==> config.mk <==
export PLATFORM = sky130hd
export DESIGN_NAME = q24mul16_flat
export DESIGN_NICKNAME = d
export VERILOG_FILES = /design/src/rtl/q24mul16_pkg.sv /design/src/rtl/q24mul16_if.sv /design/src/rtl/q24mul16.sv /design/src/flat_wrapper.sv
export SDC_FILE = /design/constraint.sdc
export NUM_CORES = 1
export LEC_CHECK = 0
export BUFFER_PORTS_ARGS = -buffer_cell sky130_fd_sc_hd__buf_4
export CAP_MARGIN = 20
export CORE_MARGIN = 10
export CORE_UTILIZATION = 38
export CTS_CLUSTER_DIAMETER = 100
export DETAILED_ROUTE_END_ITERATION = 10
export SETUP_SLACK_MARGIN = 0.02
export SLEW_MARGIN = 30
export SYNTH_ARGS = -nofsm -noshare
export SYNTH_HDL_FRONTEND = slang
export SYNTH_SLANG_ARGS = --single-unit
==> constraint.sdc <==
create_clock -name clk -period 5.7 [get_ports clk]
set_input_delay 0.855 -clock clk [delete_from_list [all_inputs] [get_ports clk]]
set_output_delay 0.855 -clock clk [all_outputs]
set_load 0.005 [all_outputs]
==> src/rtl/q24mul16_pkg.sv <==
// Shared DSP constants for the Q8.16 x integer rounding multiplier.
// Holds the widths, the fraction/iteration counts and the FSM state encoding.
package q24mul16_pkg;

  localparam int Q_QW      = 24;
  localparam int Q_BW      = 16;
  localparam int FRAC_BITS = 16;
  localparam int ITERS     = 16;
  localparam int Q_ACC_W   = Q_QW + Q_BW;

  typedef enum logic [1:0] {
    ST_IDLE = 2'd0,
    ST_RUN  = 2'd1,
    ST_DONE = 2'd2
  } state_e;

endpackage

==> src/rtl/q24mul16_if.sv <==
// Operand/result bundle for q24mul16: the requester drives the master side,
// the multiplier sits on the slave side.
interface q24mul16_if #(
  parameter int QW = 24,
  parameter int BW = 16
);

  logic [QW-1:0] qin;
  logic [BW-1:0] bin;
  logic          iv;
  logic [QW-1:0] pout;
  logic          ov;
  logic          busy;

  modport master (output qin, bin, iv, input pout, ov, busy);
  modport slave  (input qin, bin, iv, output pout, ov, busy);

endinterface

==> src/rtl/q24mul16.sv <==
// Sequential shift-add multiplier: pout = round_half_up(qin*bin / 2^16).
// One multiplier bit per cycle, 17 cycles from capture to ov.
module q24mul16
  import q24mul16_pkg::*;
#(
  parameter int QW = Q_QW,
  parameter int BW = Q_BW
) (
  input  logic        clk,
  input  logic        rst,
  q24mul16_if.slave   bus
);

  localparam int ACC_W = QW + BW;
  localparam int CNT_W = $clog2(ITERS);
  localparam logic [CNT_W-1:0] CNT_LAST = CNT_W'(ITERS - 1);
  // Seeding the accumulator with half an LSB makes the final slice round half up.
  localparam logic [ACC_W-1:0] ACC_INIT = ACC_W'(1) << (FRAC_BITS - 1);

  state_e           state_q,  state_d;
  logic [ACC_W-1:0] acc_q,    acc_d;
  logic [ACC_W-1:0] mcand_q,  mcand_d;
  logic [BW-1:0]    mplier_q, mplier_d;
  logic [CNT_W-1:0] cnt_q,    cnt_d;
  logic [QW-1:0]    pout_q,   pout_d;
  logic             ov_q,     ov_d;
  logic             busy_q,   busy_d;

  always_comb begin
    state_d  = state_q;
    acc_d    = acc_q;
    mcand_d  = mcand_q;
    mplier_d = mplier_q;
    cnt_d    = cnt_q;
    pout_d   = pout_q;
    ov_d     = 1'b0;
    busy_d   = busy_q;
    case (state_q)
      ST_IDLE: begin
        if (bus.iv) begin
          mcand_d  = ACC_W'(bus.qin);
          mplier_d = bus.bin;
          acc_d    = ACC_INIT;
          cnt_d    = '0;
          busy_d   = 1'b1;
          state_d  = ST_RUN;
        end
      end
      ST_RUN: begin
        // Multiplicand walks left while the multiplier drains LSB first.
        if (mplier_q[0]) acc_d = acc_q + mcand_q;
        mcand_d  = mcand_q << 1;
        mplier_d = mplier_q >> 1;
        cnt_d    = cnt_q + CNT_W'(1);
        if (cnt_q == CNT_LAST) state_d = ST_DONE;
      end
      ST_DONE: begin
        pout_d  = acc_q[FRAC_BITS +: QW];
        ov_d    = 1'b1;
        busy_d  = 1'b0;
        state_d = ST_IDLE;
      end
      default: state_d = ST_IDLE;
    endcase
  end

  always_ff @(posedge clk) begin
    if (rst) begin
      state_q  <= ST_IDLE;
      acc_q    <= '0;
      mcand_q  <= '0;
      mplier_q <= '0;
      cnt_q    <= '0;
      pout_q   <= '0;
      ov_q     <= 1'b0;
      busy_q   <= 1'b0;
    end else begin
      state_q  <= state_d;
      acc_q    <= acc_d;
      mcand_q  <= mcand_d;
      mplier_q <= mplier_d;
      cnt_q    <= cnt_d;
      pout_q   <= pout_d;
      ov_q     <= ov_d;
      busy_q   <= busy_d;
    end
  end

  assign bus.pout = pout_q;
  assign bus.ov   = ov_q;
  assign bus.busy = busy_q;

endmodule

==> src/flat_wrapper.sv <==
// flat-port wrapper written by rule: the top's interface ports become plain ports
module q24mul16_flat import q24mul16_pkg::*;
#(
  parameter int QW = Q_QW,
  parameter int BW = Q_BW
)
  (clk, rst, bus_qin, bus_bin, bus_iv, bus_pout, bus_ov, bus_busy);
  q24mul16_if #(.QW(QW), .BW(BW)) bus_i ();
  input  logic clk;
  input  logic rst;
  input wire logic [$bits(bus_i.qin)-1:0] bus_qin;
  input wire logic [$bits(bus_i.bin)-1:0] bus_bin;
  input wire logic [$bits(bus_i.iv)-1:0] bus_iv;
  output wire logic [$bits(bus_i.pout)-1:0] bus_pout;
  output wire logic [$bits(bus_i.ov)-1:0] bus_ov;
  output wire logic [$bits(bus_i.busy)-1:0] bus_busy;
  assign bus_i.qin = bus_qin;
  assign bus_i.bin = bus_bin;
  assign bus_i.iv = bus_iv;
  assign bus_pout = bus_i.pout;
  assign bus_ov = bus_i.ov;
  assign bus_busy = bus_i.busy;
  q24mul16 #(.QW(QW), .BW(BW)) u_core (.clk(clk), .rst(rst), .bus(bus_i));
endmodule
==> out/metrics.cfg <==
[finish]
drive_gt1_frac = 0.1430
fin_area_um2 = 7686
final_cells = 1059
fillers = 1693
post-route-util = 0.4635
num_antenna_cells = 0
area_delta_synth_final_pct = 19.56
layout.nets = 910

[die]
io_pins = 69
coreArea_um2 = 16580
die_h_um = 150.1
dieArea_um2 = 22520
start_util = 0.3877
rows = 47
die_x_um = 150.1

[critical_path]
endpoint_kind = flip-flop
required_ns = 6.01
r2r-end = u_core.acc_q[39]
critPathLaunchType = flip-flop
worstSetupPathType = reg -> reg
cp.arrival_ns = 3.54
rr_worst_depth = 11
timing.rr.start = u_core.mcand_q[20]
r2r_slack_ns = 2.47
cp_max_fo = 9

[sta]
rsz0062_at_grt = no
relSlewSlack = 0.3996
tightest_slew_ns = 0.9005
min_period_ns = 3.227
setup_violations = 0
hold_viol = 0
holdWs_ns = 0.4548
skew_ns = 0.008466
max_freq_ghz = 0.3099
drv_slew = 0
fin_ws_ns = 2.473
tns_ns = 0
period_share = 0.5662

[pwr]
peakVddDrop_uv = 220.7
p_leak_nw = 3.311
seq_power_share = 0.421
pwr-share-comb = 0.097
internal_power_mw = 1.691
swShare = 0.2532
power_mw = 2.264
pwr-share-clk = 0.482
power.density_nw_per_um2 = 294.5
power_switching_mw = 0.5731

[global_route]
grt_overflow = 0
antenna_found_initial = 0
grt_pass1_wl_mm = 26.68
grt_pass1_vias = 5475
grt_max_degree = 87
track_usage = 0.1445

[clocking]
clockRootBuffer = clkbuf_16
cts_resized = 0
cts_tree = done
hold_buffers = 0
cts_buffers = 17
clk_pin_slew_ns = 0.06
clockBufferDepth = 2
clock_sink_count = 128
htreeDepth = 4
clk_latency_ns = 0.43
post-cts-setup-buffers = 0

[logic_synthesis]
synth_cells = 783
yosysSeqAreaShare = 0.3986
avgSynthCellArea_um2 = 8.210
ys_ff_latch = 128
synth_flop_cell = dfxtp_1
netlist_area_um2 = 6429
synth.lib_cells_used.distinct = 55
ys_warn_count = 0
syn-num-nets = 867
async_flop_share = 0
synth_edf_count = 0

[status]
status = finished, final reports clean

[place]
dp_hpwl_mm = 10.80
portBuffers = 68
dp_cells = 1027
dpl-instance-area_um2 = 7087
gp_congestion = 0.8612
place_ws_ns = 2.482

[worst_hold_path]
hp-class = reg -> reg
worstHoldStart = u_core.mplier_q[6]
whs_endpoint = u_core.mplier_q[6]
hold-path-cell-count = 2

[routing]
vias = 5631
drc = 0
ant_nets = 0
wl_per_cell_um = 14.85
vias_per_cell = 5.317
drt_iter0_drc = 382
wirelength_mm = 15.73
drt_pass1_iterations = 6

[flow_run]
maxCapViolCount = 0

## area by class of cell
type	instances	area [um^2]	share of cell area
timing repair buffer	75	563.0	0.07325
clock inverter	12	132.6	0.01726
clock buffer	20	466.7	0.06072
inverter	2	7.507	0.0009767
sequential	128	2562	0.3334
tap	220	275.3	0.03581
multi-input combinational	602	3679	0.4786
## cells in the mapped netlist (7+ instances only)
| cell type | instances | area share |
|---|---|---|
| xor2_1 | 14 | 0.019 |
| o21ai_1 | 26 | 0.020 |
| nor3_1 | 8 | 0.0062 |
| a22o_1 | 25 | 0.034 |
| nor2_1 | 139 | 0.081 |
| nand3_1 | 24 | 0.019 |
| a22oi_1 | 20 | 0.023 |
| a21oi_1 | 62 | 0.048 |
| xnor2_1 | 18 | 0.025 |
| nand4_1 | 8 | 0.0078 |
| nand2b_1 | 7 | 0.0068 |
| nand2_1 | 76 | 0.044 |
| a31oi_1 | 7 | 0.0068 |
| a21o_1 | 26 | 0.030 |
| clkbuf_1 | 44 | 0.026 |
| o21ai_0 | 14 | 0.011 |
| nor4_1 | 31 | 0.030 |
| ha_1 | 40 | 0.078 |
| dfxtp_1 | 128 | 0.40 |
## how the worst max path moves through the flow
stage          cells past startpoint  slack (ns)                to                from
5_1_grt                           11        2.28  u_core.acc_q[39]   u_core.mcand_q[1]
2_1_floorplan                     12        2.79  u_core.acc_q[39]  u_core.mcand_q[20]
6_report                          11        2.47  u_core.acc_q[39]  u_core.mcand_q[20]
3_3_place_gp                      11        2.59  u_core.acc_q[39]  u_core.mcand_q[20]
4_1_cts                           11        2.47  u_core.acc_q[39]  u_core.mcand_q[20]
3_5_place_dp                      11        2.48  u_core.acc_q[39]  u_core.mcand_q[20]
## logic make-up after synthesis
kind of cell	synth area share
AND/OR/NAND/NOR	0.2094
AO/OA/AOI/OAI	0.2297
flip-flops	0.3986
buffers and inverters	0.03289
adder cells (fa/ha/maj)	0.08097
XOR/XNOR	0.04360
multiplexers	0.004866
## state kept, by name (all words and copies together), names as in the netlist
| signal | cells |
|---|---|
| u_core.state_q | 2 |
| u_core.mplier_q | 16 |
| u_core.bus.pout | 24 |
| u_core.bus.busy | 1 |
| u_core.acc_q | 40 |
| u_core.cnt_q | 4 |
| u_core.bus.ov | 1 |
| u_core.mcand_q | 40 |
## metal layers
layer,track usage,part of all wire,up-vias
met3,0.04046,0.046,19
met1,0.1828,0.49,2610
met5,0,0,-
li1,-,-,2887
met2,0.2274,0.45,115
met4,0.05831,0.015,0
## layout by cell type, fill, tap and decap left out, drive strengths merged, types with 3 or more instances in the layout
cell / instances
nor2b: 4
nand4: 8
nand2: 76
a21o: 26
a22o: 25
nor4: 31
nand3: 24
o21bai: 5
and3: 5
inv: 4
ha: 40
a22oi: 20
xor2: 14
clkbuf: 20
o21ai: 41
buf: 75
o21a: 6
nor3: 8
xnor2: 18
clkinvlp: 3
nor3b: 3
nand2b: 7
a211oi: 6
a21oi: 62
a31oi: 8
nor2: 139
clkinv: 5
dfxtp: 128
## power by group through the flow
stage               Clock (mW)  Combinational, mW  Sequential, mW
floorplan                    0              0.159           0.965
global placement             0              0.221           0.972
detailed placement           0              0.221           0.973
CTS                       1.11              0.223           0.953
global route              1.15              0.251           0.958
finish                    1.09              0.219           0.953
## critical path, cell delays in order, from the launching register on
cell and delay [ns]:
dfxtp_1 0.32, ha_1 0.44, a21o_1 0.27, or3_1 0.33, a311oi_2 0.24, o32ai_1 0.17
a311oi_4 0.38, o31ai_2 0.15, a31oi_4 0.24, o21ai_2 0.09, mux2i_1 0.16, mux2_1 0.33
Note: power is estimated with default switching activity, not from simulation.
